File: src/rtl/pc_sequencer.sv
// pc_sequencer: next-PC controller for the fetch stage.
// It picks the next PC from sequential, branch, jump, jump-register and exception targets.
// It handles hazard stalls and imem wait states, and holds redirects that arrive while fetch waits.
// Optional build macro: PC_ALIGN_CHECK_EN.
// When PC_ALIGN_CHECK_EN is defined, a misaligned redirect target raises an exception.
module pc_sequencer #(
  parameter logic [31:0] RESET_VECTOR = 32'h0000_0000,
  parameter logic [31:0] EXC_VECTOR   = 32'h0000_0080
) (
  input  logic        clk,
  input  logic        rst,
  input  logic [31:0] pc_cur,
  input  logic        stall,
  input  logic        imem_ready,
  input  logic        branch_taken,
  input  logic [31:0] branch_target,
  input  logic        jump,
  input  logic [31:0] jump_target,
  input  logic        jr,
  input  logic [31:0] jr_target,
  input  logic        exception,
  output logic [31:0] pc_next,
  output logic        flush,
  output logic        fetch_valid,
  output logic [31:0] epc
);

  localparam int unsigned PC_W = 32;

  typedef enum logic [1:0] {
    BOOT = 2'd0,
    RUN  = 2'd1,
    WAIT = 2'd2,
    EXC  = 2'd3
  } state_t;

  state_t          state, state_nxt;
  logic            redir_valid;
  logic [PC_W-1:0] redir_target;
  logic            align_fault;
  logic            exc_hit;
  logic            pend_valid;
  logic [PC_W-1:0] pend_target;
  logic            eff_valid;
  logic [PC_W-1:0] eff_target;
  logic [PC_W-1:0] pc_inc;

  // Redirect arbitration: jr > jump > branch; exception is handled separately.
  always_comb begin
    redir_valid  = jr | jump | branch_taken;
    redir_target = branch_target;
    if (jr) begin
      redir_target = jr_target;
    end else if (jump) begin
      redir_target = jump_target;
    end
  end

`ifdef PC_ALIGN_CHECK_EN
  // A misaligned winning redirect target is promoted to an exception.
  always_comb begin
    align_fault = redir_valid & (redir_target[1:0] != 2'b00);
  end
`else
  assign align_fault = 1'b0;
`endif

  assign exc_hit    = exception | align_fault;
  assign eff_valid  = redir_valid | pend_valid;
  assign eff_target = redir_valid ? redir_target : pend_target;
  assign pc_inc     = pc_cur + PC_W'(4);

  // State register.
  always_ff @(posedge clk or posedge rst) begin
    if (rst) begin
      state <= BOOT;
    end else begin
      state <= state_nxt;
    end
  end

  // Next-state logic.
  always_comb begin
    state_nxt = state;
    case (state)
      BOOT: state_nxt = RUN;
      RUN: begin
        if (exc_hit) begin
          state_nxt = EXC;
        end else if (!imem_ready) begin
          state_nxt = WAIT;
        end else begin
          state_nxt = RUN;
        end
      end
      WAIT: begin
        if (exc_hit) begin
          state_nxt = EXC;
        end else if (imem_ready) begin
          state_nxt = RUN;
        end else begin
          state_nxt = WAIT;
        end
      end
      EXC: state_nxt = exception ? EXC : RUN;
      default: state_nxt = BOOT;
    endcase
  end

  // Output logic: next PC, flush and fetch_valid are combinational.
  always_comb begin
    pc_next     = pc_cur;
    flush       = 1'b0;
    fetch_valid = 1'b0;
    if (rst) begin
      pc_next = RESET_VECTOR;
      flush   = 1'b1;
    end else begin
      case (state)
        BOOT: pc_next = pc_cur;
        RUN: begin
          if (exc_hit) begin
            pc_next = EXC_VECTOR;
            flush   = 1'b1;
          end else if (redir_valid && imem_ready) begin
            pc_next = redir_target;
            flush   = 1'b1;
          end else if (!imem_ready) begin
            pc_next = pc_cur;
          end else if (stall) begin
            pc_next     = pc_cur;
            fetch_valid = 1'b1;
          end else begin
            pc_next     = pc_inc;
            fetch_valid = 1'b1;
          end
        end
        WAIT: begin
          if (exc_hit) begin
            pc_next = EXC_VECTOR;
            flush   = 1'b1;
          end else if (imem_ready) begin
            if (eff_valid) begin
              pc_next = eff_target;
              flush   = 1'b1;
            end else if (stall) begin
              pc_next     = pc_cur;
              fetch_valid = 1'b1;
            end else begin
              pc_next     = pc_inc;
              fetch_valid = 1'b1;
            end
          end
        end
        EXC: begin
          pc_next = pc_cur;
          flush   = 1'b1;
        end
        default: pc_next = pc_cur;
      endcase
    end
  end

  // Pending redirect: captured while imem is busy and consumed when it returns.
  always_ff @(posedge clk or posedge rst) begin
    if (rst) begin
      pend_valid  <= 1'b0;
      pend_target <= '0;
    end else begin
      case (state)
        RUN: begin
          if (!exc_hit && redir_valid && !imem_ready) begin
            pend_valid  <= 1'b1;
            pend_target <= redir_target;
          end else begin
            pend_valid <= 1'b0;
          end
        end
        WAIT: begin
          if (exc_hit || imem_ready) begin
            pend_valid <= 1'b0;
          end else if (redir_valid) begin
            pend_valid  <= 1'b1;
            pend_target <= redir_target;
          end
        end
        default: pend_valid <= 1'b0;
      endcase
    end
  end

  // Exception PC capture.
  always_ff @(posedge clk or posedge rst) begin
    if (rst) begin
      epc <= '0;
    end else if (((state == RUN) || (state == WAIT)) && exc_hit) begin
      epc <= pc_cur;
    end else if ((state == EXC) && exception) begin
      epc <= pc_cur;
    end
  end

endmodule

File: config.mk
export PLATFORM = sky130hd
export DESIGN_NAME = pc_sequencer
export DESIGN_NICKNAME = d
export VERILOG_FILES = /design/src/rtl/pc_sequencer.sv
export SDC_FILE = /design/constraint.sdc
export NUM_CORES = 1
export LEC_CHECK = 0
export CAP_MARGIN = 20
export CORE_MARGIN = 4
export CORE_UTILIZATION = 43
export DETAILED_ROUTE_END_ITERATION = 10
export GPL_TIMING_DRIVEN = 0
export PLACE_DENSITY = 0.79
export SLEW_MARGIN = 20
export SYNTH_ARGS = -nofsm -noshare
export SYNTH_HDL_FRONTEND = slang
export SYNTH_SLANG_ARGS = --single-unit
File: constraint.sdc
create_clock -name clk -period 3 [get_ports clk]
set_clock_uncertainty 0.2 [all_clocks]
set_input_delay 0.6 -clock clk [delete_from_list [all_inputs] [get_ports clk]]
set_output_delay 0.6 -clock clk [all_outputs]
set_load 0.01 [all_outputs]
==> run metrics, run 1 <==
outcome=complete, but fails checks; failing checks=setup timing; dpl cells=1,198; sw frac=~43%; XOR/XNOR Fraction of Synth Area=1.70%; Synth Net Count=966; hpwl dp=21.0 mm; Netlist cell types=between 60 and 70; grt total ovfl=0; initial core utilization=44.2%; DIE AREA=0.0164 mm²; Setup CP Type=primary input to output pin; post-synthesis register bit count=67; crit start category=primary input; H-tree Lvls=3; total CTS buffers=9; YS warnings=0; number of global-route vias before repair=7,977; # setup viols final=29; Worst-Skew Late Latency=between 300 and 400 ps; main flop type after synthesis=dfrtp_1; Area Overhead vs Synth=76.3%; CP Capture Type=output pin; Vias=between 8k and 9k; clock sink count=67; Multi-input gate area=0.00516 mm²; Vias/cell=6.71; internal power=4.09 mW; Req. time, crit path=between 2000 and 2500 ps; HP Class=primary input to asynchronous set/reset pin; CTS tree=built; synthesized area=between 0.006 and 0.007 mm²; DRT iter0 DRCs=around 1.5k; DR WL/cell=24.6 µm; Max-cap violations=0; share of power burned in registers=23.2%; core box area=roughly 0.014 mm²; die width=128 µm; chip height=128 µm; Final ANT Viol Nets=0; Synth Instances=825; final std cells w/o fill=1,313; Pleak=~4.6 nW; Antenna diodes=0; buffer depth of the longest clock path=2; post-synth top area share=between 20 and 30%; crit-path max FO=5; async set-reset flop share out of synthesis=100%; WL final=32.3 mm; Post-Synth Simple-Gate Area=19.5%; switching pwr=3.14 mW; fin crit share=115%; # rows=43; max frequency=291 MHz; worst-margin pin slew=around 650 ps; # fillers=906; Post-route DRC=0; GRT Util Overall=34.6%; clock power share=roughly 15%; CTS clk-pin slew, worst paths=60 ps; Pwr Total=~7.2 mW; total iterations of the first detailed-routing run=7; Hold Vio Cnt, Final=0; Comb power frac=61.9%; register area=~0.0017 mm²; initial antenna violation count=0; largest net degree at the start of global routing=30; Synth area leaders=dfrtp_1, o21ai_0, mux2_2, a21oi_1, mux2i_1; worst path arrival time=2640 ps; largest area contributor in the synthesized netlist=dfrtp_1; io pins=between 200 and 250; min cycle time layout=3440 ps; EDFF count, synth=0; share of cells above drive strength 1=around two fifths; fin nets=1,269; Final Max Tran Viols=0; worst vdd ir=0.394 mV; first-pass GRT wire length=44.2 mm; final setup margin=-439 ps; power density over the cells=663 mW/mm²; Mean Syn Cell Area=7.50 µm²; RSZ-0062 raised after global routing=true; Port Buf Inserts=about 190; Compound-Gate Fraction of Synth Area=31.5%; combinational family with the most area after synthesis=compound AO/OA/AOI/OAI gates; Root Driver=clkbuf_16; mux share of post-synthesis cell area=13.5%; gp weighted congestion=0.980; Post-Synth Adder-Cell Area=slightly above 1%; Worst slew margin=56.7%; sequential area share after synthesis=between 20% and 30%; final hold slack=219 ps
==> cell usage after synthesis, drive strengths merged, types with 10 or more instances <==
master / instances
inv: 16
nand3: 15
buf: 23
mux2i: 34
o211ai: 17
nor2: 75
o21ai: 115
clkbuf: 49
nor2b: 10
a211oi: 12
nand2: 86
o22ai: 13
nor3: 26
dfrtp: 67
a21oi: 91
mux2: 44
==> cells in the final DEF, fill, tap and decap left out, drive strengths merged, types with 4 or more instances in the layout <==
cell type      count
xor2               6
dlygate4sd2        9
ha                 5
inv               15
nand3             15
nor2              75
nand2             86
mux2i             34
xnor2              6
clkdlybuf4s50    125
dfrtp             67
dlymetal6s2s       7
nor2b             11
nand4              6
nor3b              4
mux2              44
a31oi              5
o31ai              7
nor3              26
a211oi            12
a221oi             9
clkbuf            58
nor4               4
o21a               7
o21ai            115
o211ai            17
nand2b             9
o22ai             13
o211a              4
clkinv             4
or3                6
buf              172
o32ai              6
a21oi             91
==> metrics by stage <==
stage	setup slack, ps	TNS, ps	instance area, µm²	utilization (%)
global placement	-1780	-54940	8440	60.3
floorplan	-145	-254	6300	-
global route	-477	-6790	10900	78.0
CTS	-376	-3850	10100	72.5
detailed placement	-1820	-55900	8490	60.7
finish	-439	-5770	10900	78.0
==> flip-flops by register name (all words and copies together) (netlist names) <==
signal       flops
epc             32
pend_target     32
state            2
pend_valid       1
==> power groups by stage <==
stage          sequential [mW]  clock [mW]  combinational, mW
6_report                  1.68        1.08               4.48
2_1_floorplan             1.68           0               1.89
5_1_grt                   1.71        1.12               4.68
3_5_place_dp              1.64           0               3.64
3_3_place_gp              1.62           0               3.60
4_1_cts                   1.63        1.07               3.98
==> metal layers <==
metal	global-route usage (%)	up-vias	part of all wire, %
li1	-	3662	-
met1	46.5	4168	37
met2	54.2	808	45
met3	7.67	176	12
met4	13.6	0	5.3
met5	0	-	0
==> logic make-up (layout without fill, tap and decap cells) <==
| family | count (synthesis) | in the layout |
|---|---|---|
| adders and majority gates | 5 | 5 |
| xor gates and xnor gates | 12 | 12 |
| and+or+nand+nor | 255 | 256 |
| buffers and inverters | 89 | 396 |
| DFF | 67 | 67 |
| muxes | 78 | 78 |
| AOI/OAI and AO/OA | 319 | 319 |
==> critical path, cell delays in order <==
cell,delay (ps)
buf_6,110
nand4_1,120
buf_4,170
or3_4,440
buf_12,160
nor3_4,200
nor3b_4,250
nor3_2,70
a311oi_2,320
buf_2,200
==> layout make-up <==
| cell class | instances | share of cell area [%] |
|---|---|---|
| clock inverter | 5 | 0.481 |
| multi-input combinational | 670 | 47.3 |
| sequential | 67 | 15.4 |
| tap | 180 | 2.06 |
| timing repair buffer | 299 | 25.6 |
| buffer | 64 | 6.32 |
| inverter | 17 | 0.653 |
| clock buffer | 11 | 2.22 |
==> path summary, 6_finish.rpt <==
kind / slack, ps / to / startpoint / cells past startpoint
hold / removal: 220 / epc[4]$_DFFE_PP0P_ / rst / 2
setup reg to reg: 420 / epc[11]$_DFFE_PP0P_ / state[0]$_DFF_PP0_ / 5
setup / recovery: -440 / pc_next[30] / pc_cur[11] / 10
min in group clk: 280 / pend_target[0]$_DFFE_PP0P_ / pend_target[0]$_DFFE_PP0P_ / 2
max in group asynchronous: 1840 / pend_target[13]$_DFFE_PP0P_ / rst / 3
hold reg to reg: 280 / pend_target[0]$_DFFE_PP0P_ / pend_target[0]$_DFFE_PP0P_ / 2
==> repair_timing <==
item                                   CTS  global route
gates cloned                             3             3
buffers inserted                        64            43
pin swaps                               79            94
endpoints found under the hold margin    0             0
hold buffers                             0             0
resized for setup                      468           156
setup endpoints to repair               44            34
Power figures use the tool's default switching activity.
==> run 2: changes to the inputs <==
- CORE_UTILIZATION: 43 -> 48
- CTS_CLUSTER_SIZE: not set -> 20
- PLACE_DENSITY: 0.79 -> 0.83
- clock period: 3 -> 3.7 ns (I/O delays scaled with it)
==> run 2 against run 1 <==
  * Clock-buffer cell count is 1 higher
  * Cell area is 13% lower
  * Largest cell class unchanged
  * Global-route usage grew 2.5 points
  * The flow still finishes with violations (setup timing)
  * Largest power group unchanged
  * Utilization fell by 2.5 points
  * Sequential share of layout area is 2.2 points higher
  * Critical path depth is 1 lower
  * Highest routed layer is now met5
  * Register-to-register slack better by 520 ps
==> run metrics, run 2 (synthesis gave the netlist of run 1 again) <==
commonest non-fill, non-tap cell in the layout=clkdlybuf4s50_1; register area=0.00168 mm² (-0.15%); initial core utilization=49.0% (+4.8 points); commonest non-fill, non-tap cells in the layout=clkdlybuf4s50_1, o21ai_0, nand2_1; Max-cap violations=0 (unchanged); hpwl dp=21.0 mm (-0.18%); Vias=8,070 (-8.4%); crit start category=primary input; total CTS buffers=9 (unchanged); buffer depth of the longest clock path=2 (unchanged); worst vdd ir=0.379 mV (-3.7%); fin nets=1,199 (-5.5%); core box area=0.0126 mm² (-9.8%); min cycle time layout=approximately 3700 ps; H-tree Lvls=3 (unchanged); DIE AREA=0.0148 mm² (-9.8%); first-pass GRT wire length=42.7 mm (-3.6%); failing checks=setup timing; CTS Hold Bufs=0 (unchanged); DRT iter0 DRCs=1,264 (-17%); outcome=complete, but fails checks; initial antenna violation count=1 (+1); WL final=28.7 mm (-11%); Largest regs=epc (32), pend_target (32), state (2); # setup viols final=2 (-93%); total iterations of the first detailed-routing run=7 (unchanged); Layout Utilization=75.5% (-2.5 points); Antenna diodes=0 (unchanged); Area Overhead vs Synth=54.0%; Final ANT Viol Nets=0 (unchanged); # rows=41 (-4.7%); fin crit share=101%; RSZ-0062 raised after global routing=true; io pins=202 (unchanged); HP Class=register to register; DR WL/cell=23.3 µm (-5.4%); CTS tree=built; gp weighted congestion=1.01 (+2.8%); crit-path max FO=5 (unchanged); Post-route DRC=0 (unchanged); Hold Vio Cnt, Final=0 (unchanged); Req. time, crit path=2760 ps (+560 ps); Worst slew margin=53.1% (-3.6 points); die width=122 µm (-5.0%); Pleak=3.97 nW (-14%); largest net degree at the start of global routing=37 (+23%); Vias/cell=6.54 (-2.6%); final setup margin=-39.2 ps (+400 ps); Port Buf Inserts=191 (unchanged); Final Max Tran Viols=0 (unchanged); # fillers=977 (+7.8%); CTS clk-pin slew, worst paths=50 ps (about the same); Pwr Total=5.31 mW (-27%); worst path arrival time=2800 ps (+160 ps); clock sink count=67 (unchanged); Multi-input gate area=0.00466 mm² (-9.7%); number of global-route vias before repair=7,574 (-5.1%); power density over the cells=557 mW/mm² (-16%); Setup CP Type=primary input to output pin; Worst-Skew Late Latency=330 ps (about the same); grt total ovfl=0 (unchanged); CP Capture Type=output pin; Root Driver=clkbuf_16; max frequency=267 MHz; GRT Util Overall=37.0% (+2.5 points); dpl ws=-1550 ps (+273 ps); chip height=122 µm (-5.0%); share of cells above drive strength 1=25.0% (-13 points); worst-margin pin slew=703 ps (+54.2 ps)
==> run 2: power breakdown <==
part           switching (mW)  internal [mW]  leakage [nW]
Sequential              0.249           1.10         0.814
Clock                   0.320          0.465         0.132
Combinational            1.75           1.43          3.03
==> run 2: worst paths after layout <==
path | start | end | slack, ps | depth (start not counted)
min in group asynchronous | rst | epc[12]$_DFFE_PP0P_ | 510 | 2
hold / removal | epc[12]$_DFFE_PP0P_ | epc[12]$_DFFE_PP0P_ | 280 | 2
hold reg to reg | epc[12]$_DFFE_PP0P_ | epc[12]$_DFFE_PP0P_ | 280 | 2
max in group asynchronous | rst | pend_target[17]$_DFFE_PP0P_ | 2250 | 3
setup reg to reg | state[1]$_DFF_PP0_ | epc[13]$_DFFE_PP0P_ | 940 | 5
setup / recovery | pc_cur[11] | pc_next[25] | -40 | 9
==> run 2: repair_timing <==
| action | 4_1_cts | 5_1_grt |
|---|---|---|
| pin swaps | 20 | 16 |
| cloned | 0 | 1 |
| setup endpoints to repair | 34 | 31 |
| buffers inserted | 25 | 8 |
| resized for setup | 288 | 88 |
==> run 2: per-stage QoR <==
| stage | cells | area, µm² | hold slack (ps) | TNS (ps) |
|---|---|---|---|---|
| CTS | 1225 | 9280 | 282 | -142 |
| global placement | 1188 | 8320 | 262 | -60720 |
| global route | 1234 | 9530 | 310 | -155 |
| floorplan | 825 | 6190 | 250 | 0 |
| finish | 1234 | 9530 | 279 | -73.0 |
| detailed placement | 1189 | 8340 | 271 | -37090 |
==> run 2: worst max-delay path: stages <==
cell and delay (ps):
clkbuf_4 150, nand4_1 120, or3_4 440, or3_4 370, buf_6 150, nor2_1 140
o22ai_1 110, a2111oi_2 380, buf_2 200
==> run 2: cell type report <==
class | count | share of cell area (%)
timing repair buffer | 226 | 22.5
buffer | 68 | 5.26
clock buffer | 12 | 2.59
multi-input combinational | 669 | 48.9
inverter | 17 | 0.748
sequential | 67 | 17.6
clock inverter | 3 | 0.158
tap | 172 | 2.26
==> run 2: routing by layer <==
metal	up-vias	part of all wire (%)	global-route usage [%]
li1	3516	-	-
met1	3767	39	51.3
met2	686	45	58.3
met3	97	12	6.87
met4	4	3.0	12.7
met5	-	0.066	0
